File: config.mk
export PLATFORM = sky130hd
export DESIGN_NAME = pipe_hazard_ctrl
export DESIGN_NICKNAME = d
export VERILOG_FILES = /design/src/rtl/pipe_hazard_ctrl_pkg.sv /design/src/rtl/pipe_hazard_ctrl_detect.sv /design/src/rtl/pipe_hazard_ctrl.sv
export SDC_FILE = /design/constraint.sdc
export NUM_CORES = 1
export LEC_CHECK = 0
export BUFFER_PORTS_ARGS = -buffer_cell sky130_fd_sc_hd__buf_2
export CAP_MARGIN = 20
export CORE_UTILIZATION = 45
export DETAILED_ROUTE_END_ITERATION = 10
export PLACE_DENSITY_LB_ADDON = 0.25
export SYNTH_ARGS = -nofsm -noshare
export SYNTH_HDL_FRONTEND = slang
export SYNTH_SLANG_ARGS = --single-unit
File: constraint.sdc
create_clock -name clk -period 4.3 [get_ports clk]
set_input_delay 0.43 -clock clk [delete_from_list [all_inputs] [get_ports clk]]
set_output_delay 0.43 -clock clk [all_outputs]
set_load 0.02 [all_outputs]
File: src/rtl/pipe_hazard_ctrl_pkg.sv
// Shared definitions for the pipeline hazard controller: FSM state
// encoding and the architectural zero-register index.
package pipe_hazard_ctrl_pkg;

  typedef enum logic [1:0] {
    RUN      = 2'd0,
    MEM_WAIT = 2'd1,
    ERROR    = 2'd2
  } state_e;

  // Register r0 is hard-wired to zero, so it can never create a hazard.
  localparam logic [4:0] REG_ZERO = 5'd0;

  // Width of the memory-wait counter; large enough for TIMEOUT_CYCLES up to 255.
  localparam int WAIT_W = 8;

endpackage

File: src/rtl/pipe_hazard_ctrl_detect.sv
// Load-use hazard detector: flags an instruction in ID that reads the
// destination of a load currently in EX. Purely combinational.
module pipe_hazard_detect
  import pipe_hazard_ctrl_pkg::*;
(
  input  logic [4:0] ID_rs,
  input  logic [4:0] ID_rt,
  input  logic [4:0] EX_rt,
  input  logic       EX_MemRead,
  output logic       load_use
);

  // A load into r0 never produces a value, so it cannot cause a stall.
  always_comb begin
    load_use = EX_MemRead && (EX_rt != REG_ZERO) &&
               ((EX_rt == ID_rs) || (EX_rt == ID_rt));
  end

endmodule

File: src/rtl/pipe_hazard_ctrl.sv
// Pipeline hazard controller: arbitrates memory stalls, taken-branch
// flushes and load-use bubbles, and keeps stall/flush performance counters.
// Optional memory-wait timeout enabled by defining PIPE_HAZARD_CTRL_TIMEOUT_EN.
module pipe_hazard_ctrl
  import pipe_hazard_ctrl_pkg::*;
#(
  parameter int TIMEOUT_CYCLES = 64,
  parameter int CNT_W          = 16
) (
  input  logic             clk,
  input  logic             rst,
  input  logic [4:0]       ID_rs,
  input  logic [4:0]       ID_rt,
  input  logic [4:0]       EX_rt,
  input  logic             EX_MemRead,
  input  logic             EX_branch_taken,
  input  logic             mem_req,
  input  logic             mem_ready,
  output logic             PC_write,
  output logic             IF_ID_write,
  output logic             EX_MEM_write,
  output logic             MEM_WB_write,
  output logic             IF_ID_flush,
  output logic             ID_EX_flush,
  output logic [CNT_W-1:0] stall_cnt,
  output logic [CNT_W-1:0] flush_cnt,
  output logic             mem_timeout
);

  // Catch out-of-range timeout settings at elaboration time.
  if ((TIMEOUT_CYCLES < 2) || (TIMEOUT_CYCLES > 255)) begin : g_bad_timeout
    $error("pipe_hazard_ctrl: TIMEOUT_CYCLES must be within 2..255");
  end

  state_e           state_q, state_d;
  logic [CNT_W-1:0] stall_cnt_q, stall_cnt_d;
  logic [CNT_W-1:0] flush_cnt_q, flush_cnt_d;
  logic             load_use;
  logic             mem_stall;
  logic             branch_flush;

  pipe_hazard_detect u_detect (
    .ID_rs      (ID_rs),
    .ID_rt      (ID_rt),
    .EX_rt      (EX_rt),
    .EX_MemRead (EX_MemRead),
    .load_use   (load_use)
  );

  assign mem_stall = mem_req && !mem_ready;

  // A taken branch only flushes when nothing of higher priority holds the pipe.
  assign branch_flush = (state_q != ERROR) && !mem_stall && EX_branch_taken;

  // Pipeline enables and bubbles, highest-priority condition first.
  always_comb begin
    PC_write     = 1'b1;
    IF_ID_write  = 1'b1;
    EX_MEM_write = 1'b1;
    MEM_WB_write = 1'b1;
    IF_ID_flush  = 1'b0;
    ID_EX_flush  = 1'b0;
    if (!rst) begin
      PC_write     = 1'b0;
      IF_ID_write  = 1'b0;
      EX_MEM_write = 1'b0;
      MEM_WB_write = 1'b0;
      IF_ID_flush  = 1'b1;
      ID_EX_flush  = 1'b1;
    end else if ((state_q == ERROR) || mem_stall) begin
      PC_write     = 1'b0;
      IF_ID_write  = 1'b0;
      EX_MEM_write = 1'b0;
      MEM_WB_write = 1'b0;
    end else if (EX_branch_taken) begin
      IF_ID_flush  = 1'b1;
      ID_EX_flush  = 1'b1;
    end else if (load_use) begin
      PC_write     = 1'b0;
      IF_ID_write  = 1'b0;
      ID_EX_flush  = 1'b1;
    end
  end

`ifdef PIPE_HAZARD_CTRL_TIMEOUT_EN
  localparam logic [WAIT_W-1:0] WAIT_LIMIT = WAIT_W'(TIMEOUT_CYCLES - 1);

  logic [WAIT_W-1:0] wait_q, wait_d;
  logic              mem_timeout_q, mem_timeout_d;

  // Wait counter restarts when a stall begins and counts every stalled MEM_WAIT cycle.
  always_comb begin
    wait_d = wait_q;
    if ((state_q == RUN) && mem_stall) begin
      wait_d = '0;
    end else if ((state_q == MEM_WAIT) && mem_stall) begin
      wait_d = wait_q + WAIT_W'(1);
    end
  end

  // Next state: stalls park in MEM_WAIT, a stall that runs too long is fatal.
  always_comb begin
    state_d = state_q;
    unique case (state_q)
      RUN: begin
        if (mem_stall) state_d = MEM_WAIT;
      end
      MEM_WAIT: begin
        if (!mem_stall) begin
          state_d = RUN;
        end else if ((wait_q + WAIT_W'(1)) == WAIT_LIMIT) begin
          state_d = ERROR;
        end
      end
      ERROR: begin
        state_d = ERROR;
      end
      default: begin
        state_d = RUN;
      end
    endcase
  end

  // The timeout flag latches on entry to ERROR and only reset clears it.
  always_comb begin
    mem_timeout_d = mem_timeout_q || (state_d == ERROR);
  end

  // Timeout bookkeeping registers.
  always_ff @(posedge clk) begin
    if (!rst) begin
      wait_q        <= '0;
      mem_timeout_q <= 1'b0;
    end else begin
      wait_q        <= wait_d;
      mem_timeout_q <= mem_timeout_d;
    end
  end

  assign mem_timeout = mem_timeout_q;
`else
  // Next state: without the timeout a stall simply waits for mem_ready.
  always_comb begin
    state_d = state_q;
    unique case (state_q)
      RUN: begin
        if (mem_stall) state_d = MEM_WAIT;
      end
      MEM_WAIT: begin
        if (!mem_stall) state_d = RUN;
      end
      default: begin
        state_d = RUN;
      end
    endcase
  end

  assign mem_timeout = 1'b0;
`endif

  // Performance counters saturate instead of wrapping so long runs stay meaningful.
  always_comb begin
    stall_cnt_d = stall_cnt_q;
    flush_cnt_d = flush_cnt_q;
    if ((state_q != ERROR) && !PC_write && (stall_cnt_q != '1)) begin
      stall_cnt_d = stall_cnt_q + CNT_W'(1);
    end
    if (branch_flush && (flush_cnt_q != '1)) begin
      flush_cnt_d = flush_cnt_q + CNT_W'(1);
    end
  end

  // State and counter registers with synchronous active-low reset.
  always_ff @(posedge clk) begin
    if (!rst) begin
      state_q     <= RUN;
      stall_cnt_q <= '0;
      flush_cnt_q <= '0;
    end else begin
      state_q     <= state_d;
      stall_cnt_q <= stall_cnt_d;
      flush_cnt_q <= flush_cnt_d;
    end
  end

  assign stall_cnt = stall_cnt_q;
  assign flush_cnt = flush_cnt_q;

endmodule

# Word level (Yosys, flattened, before mapping)
# Cells that the tools add are included.
# word_totals
mem_bits_rw	0
ff_bits	34
output_inout_bits	39
rom_bits	0
latch_bits	0
n_memories	0
input_bits	21
# classes
n_reduce_logical	16
shifts	0
n_addsub	2
n_mux	16
mul	0
bitwise_logic	0
magnitude_cmp	0
div_mod_pow	0
eq_ne	9
# ops
op	n
16-bit by 1-bit adder with 16-bit output (second input constant)	2
16-bit != test (second input constant)	2
1-bit two-way mux	13
5-bit equality test	2
1-bit logical AND	8
2-bit != test (second input constant)	3
5-bit nonzero test	1
2-bit two-way mux	2
2-bit case mux with 2 select lines	1
1-bit zero test	3
2-bit by 1-bit equality test with 1-bit output (second input constant)	1
2-bit equality test (second input constant)	1
2-bit zero test	1
1-bit logical OR	2
2-bit AND reduction	1

# Depth between registers and ports, before layout
# depth
ltp_word	10
mapped_depth	9
depth_no_buf	7

# Hierarchy
# A second synthesis with hierarchy kept.
# hier_totals
cells_unflattened	239
area_unflattened_um2	2000.7
# by_module_without_submodules
mod	cells_per_inst	instances	area_each_um2	seq_area_each_um2
pipe_hazard_ctrl	222	1	1875.5	640.6
pipe_hazard_detect	17	1	125.1	0.0

# Worst setup path before layout
# OpenSTA, ideal clock, no wires.
# synth_timing
path_type	input -> output
startpoint	input port EX_rt[0]
endpoint	output port PC_write
arrival_ns	1.770
path_slack_ns	2.100
stages	8
t_required_ns	3.870
cell_sequence	or4_1 > o21ai_1 > nor2_1 > a21o_1 > inv_2 > buf_6 > buf_8 > buf_4
# synth_between
elab_chain_len	7
# synth_lines
element	line_no	rtl
start, declared	pipe_hazard_ctrl.sv:14	input logic [4:0] EX_rt,
5-bit equality test or 5-bit nonzero test (tied branches)	pipe_hazard_ctrl_detect.sv:16, pipe_hazard_ctrl_detect.sv:15	
1-bit logical OR or 1-bit logical AND (tied branches)	pipe_hazard_ctrl_detect.sv:16, pipe_hazard_ctrl_detect.sv:15	
1-bit logical AND (*)	pipe_hazard_ctrl_detect.sv:15	load_use = EX_MemRead && (EX_rt != REG_ZERO) &&
1-bit two-way mux (*) (4 in a row)	--	
end, declared	pipe_hazard_ctrl.sv:19	output logic PC_write,
# Every way passes the cells marked *; elsewhere a longest branch is shown, timed or not.

# Worst setup path in the final report
# layout_timing
startpoint	input port EX_rt[0]
endpoint	output port PC_write
# layout_between
elab_chain_len	7
# layout_lines
element	line_no	rtl
5-bit equality test or 5-bit nonzero test (tied branches)	pipe_hazard_ctrl_detect.sv:16, pipe_hazard_ctrl_detect.sv:15	
1-bit logical OR or 1-bit logical AND (tied branches)	pipe_hazard_ctrl_detect.sv:16, pipe_hazard_ctrl_detect.sv:15	
1-bit logical AND (*)	pipe_hazard_ctrl_detect.sv:15	
1-bit two-way mux (*)	pipe_hazard_ctrl.sv:78	end else if (load_use) begin
1-bit two-way mux (*)	pipe_hazard_ctrl.sv:75	end else if (EX_branch_taken) begin
1-bit two-way mux (*)	pipe_hazard_ctrl.sv:70	end else if ((state_q == ERROR) || mem_stall) begin
1-bit two-way mux (*)	pipe_hazard_ctrl.sv:63	if (!rst) begin
# Marks and branches as above.

==> metrics.csv <==
stage;metric;value;unit
placement;io_buffers;58;
routing;dr.first_iter.drc_count;164;
sta;setup-tns-final;0;ps
sta;rsz0062_at_grt;false;
sta;fin_worst_skew;1.06;ps
clock_network;clock_latency;290;ps
logic_synthesis;synthArstFlopShare;0;%
logic_synthesis;netlist_top_cells_count;32 x dfxtp_1, 19 x xnor2_1, 17 x nand2_1;
logic_synthesis;synth-main-ff-cell;dfxtp_1;
worst_setup_path;r2r_cells;7;
hold_path;hp-class;register to register;
global_route;grt_util_all_layers;19.6;%
routing;wl_per_cell;12.2;um
layout;fin_cells;311;
global_route;grt_pass1_wl;6.33;mm
logic_synthesis;synthesis.nets;233;
outcome;status;finished clean;
placement;dp.cells;303;
routing;drc_errors;0;
clock_network;cts_buffer_depth;2;
die;io_pins;60;
die;core_area;3740;sq um
clock_network;cts_resized;0;
routing;ant_nets;0;
clock_network;cts_sinks;32;
worst_setup_path;reg2reg_from;flush_cnt[0];
sta;finalSetupViolations;0;
worst_setup_path;crit_arrival;2090;ps
logic_synthesis;syn_area;1790;sq um
logic_synthesis;synth_cell_types;40;
die;die_area;4230;sq um
routing;via_count;1693;
power;p_leak;0.876;nW
global_route;busiest_layer;met2;
worst_setup_path;cp-start-kind;input pin;
power;peakVddDrop;0.123;mV
clock_network;clk_pin_slew;60;ps
clock_network;htree_levels;2;
clock_network;cts_hold_buf;0;
placement;dp_hpwl;2.69;mm
placement;place_congestion;0.775;
global_route;antenna_found_initial;0;
routing;vias_per_cell;5.44;
logic_synthesis;synth-edff-count;0;
global_route;grt_start_max_net_pins;33;
sta;maxSlewViolCount;0;
logic_synthesis;syn_inst;210;
power;p_per_area;288;nW/um^2
worst_setup_path;path_class;input pin to output pin;
die;rows;22;
global_route;grt_pass1_vias;1456;
sta;finalCritPeriodShare;58.6;%
layout;drive_above_1_share;26.2;%
logic_synthesis;ys_warn_count;0;
sta;maxSlewHeadroom;42.8;%
worst_setup_path;rr_endpoint;flush_cnt[9];
logic_synthesis;ys_seq_elements;32;
routing;dr.pass1.iters;4;
global_route;met2_usage;32.2;%
die;die_h;65.0;um
logic_synthesis;synth.most_common_cell;dfxtp_1;
sta;max_freq;397;MHz
worst_setup_path;cp-endpoint;PC_write;
logic_synthesis;yosys.area.top_type;dfxtp_1;
sta;tightest_slew;858;ps
sta;timing.final.crit_period;2520;ps
worst_setup_path;worstPathRequired;3870;ps
clock_network;cts_buffers;5;
clock_network;cts-root-buf;clkbuf_8;
logic_synthesis;synth_top_area_share;35.9;%
clock_network;cts_setup_buffers;0;
worst_setup_path;cp-end-kind;output pin;
layout;antenna_cells;0;
die;initial_core_util;47.7;%
worst_setup_path;startpoint;EX_rt[0];
logic_synthesis;avgSynthCellArea;8.51;sq um
routing;drt_wl_total;3.80;mm
sta;final_hold_viol_count;0;
die;die_x;65.0;um
global_route;gr-total-overflow;0;
logic_synthesis;seq_area_frac_synth;35.9;%
logic_synthesis;yosys-top-cells-area;dfxtp_1 36%, xnor2_1 9.3%, nand3_1 4.5%, o31ai_1 4.2%, or4_1 4.2%;
layout;area_delta_synth_final;19.5;%
worst_setup_path;regToRegSetupSlack;2110;ps
layout;nNetsFinal;285;
hold_path;min_from;stall_cnt[15];
global_route;grt_use_met3;6.16;%
clock_network;tritoncts;built;
worst_setup_path;path_max_fanout;32;
job;drv_cap;0;
global_route;grtUsageMet1;23.4;%
logic make-up after synthesis:
| family | count (synthesis) | synth area share [%] |
|---|---|---|
| adder cells (fa/ha/maj) | 2 | 1.40 |
| XOR/XNOR | 24 | 11.8 |
| multiplexers | 3 | 1.68 |
| buffers and inverters | 17 | 5.95 |
| flip-flops | 32 | 35.9 |
| AND/OR/NAND/NOR | 95 | 29.6 |
| AO/OA/AOI/OAI | 36 | 13.6 |
| other | 1 | 0.210 |
final cells by class:
class | count | area [sq um]
timing repair buffer | 58 | 290
tap | 48 | 60.1
multi-input combinational | 161 | 1040
fill | 376 | 1610
sequential | 32 | 641
clock buffer | 8 | 90.1
inverter | 4 | 15.0
how the worst min path moves through the flow:
stage / depth (start not counted) / to / slack, ps
final: 2 / stall_cnt[15] / 490
after global routing: 2 / stall_cnt[15] / 500
after CTS: 2 / stall_cnt[15] / 490
after detailed placement: 2 / stall_cnt[15] / 480
after global placement: 2 / stall_cnt[15] / 470
after floorplan: 2 / stall_cnt[15] / 550
state kept, by name, indices dropped and copies added, names as in the netlist:
register and count:
stall_cnt 16, flush_cnt 16
per-stage QoR:
stage	setup WS [ps]	hold WS (ps)	util [%]	power, mW	area, sq um
floorplan	2100	546	-	0.361	1790
global placement	1800	475	54.6	0.380	2050
detailed placement	1780	482	54.6	0.381	2050
CTS	1780	492	57.1	0.624	2140
global route	1640	503	57.1	0.645	2140
finish	1780	488	57.1	0.616	2140
per-layer routing:
| layer | wire, um | vias to the layer above | part of all wire (%) |
|---|---|---|---|
| li1 | - | 864 | - |
| met1 | 1790 | 771 | 47 |
| met2 | 1720 | 52 | 45 |
| met3 | 209 | 6 | 5.5 |
| met4 | 70 | 0 | 1.8 |
| met5 | 0 | - | 0 |
placed cells by master (no fill, tap or decap), types with 3 or more instances in the layout:
master,instances
o31ai_1,10
xnor2_1,19
and4_1,3
nor4_1,3
nand4_1,10
inv_1,3
and3_1,5
nand2b_1,4
a21oi_1,13
buf_2,58
and2_1,9
nand3_1,16
mux2i_1,3
xor2_1,5
or4_1,10
dfxtp_1,32
clkbuf_8,6
nand2_1,17
nor2_1,12
where the power goes:
| group | total [mW] | leakage [nW] | switching [mW] | internal (mW) |
|---|---|---|---|---|
| clock | 0.242 | 0.0455 | 0.112 | 0.130 |
| sequential | 0.306 | 0.258 | 0.00561 | 0.300 |
| combinational | 0.0678 | 0.572 | 0.0411 | 0.0267 |
| total | 0.616 | 0.876 | 0.158 | 0.458 |
critical path: stages:
cell     delay, ps
buf_2          120
or4_1          520
o21ai_1        150
nor2_1          60
a21o_1         190
inv_2          360
buf_2          250
Power figures use the tool's default switching activity.
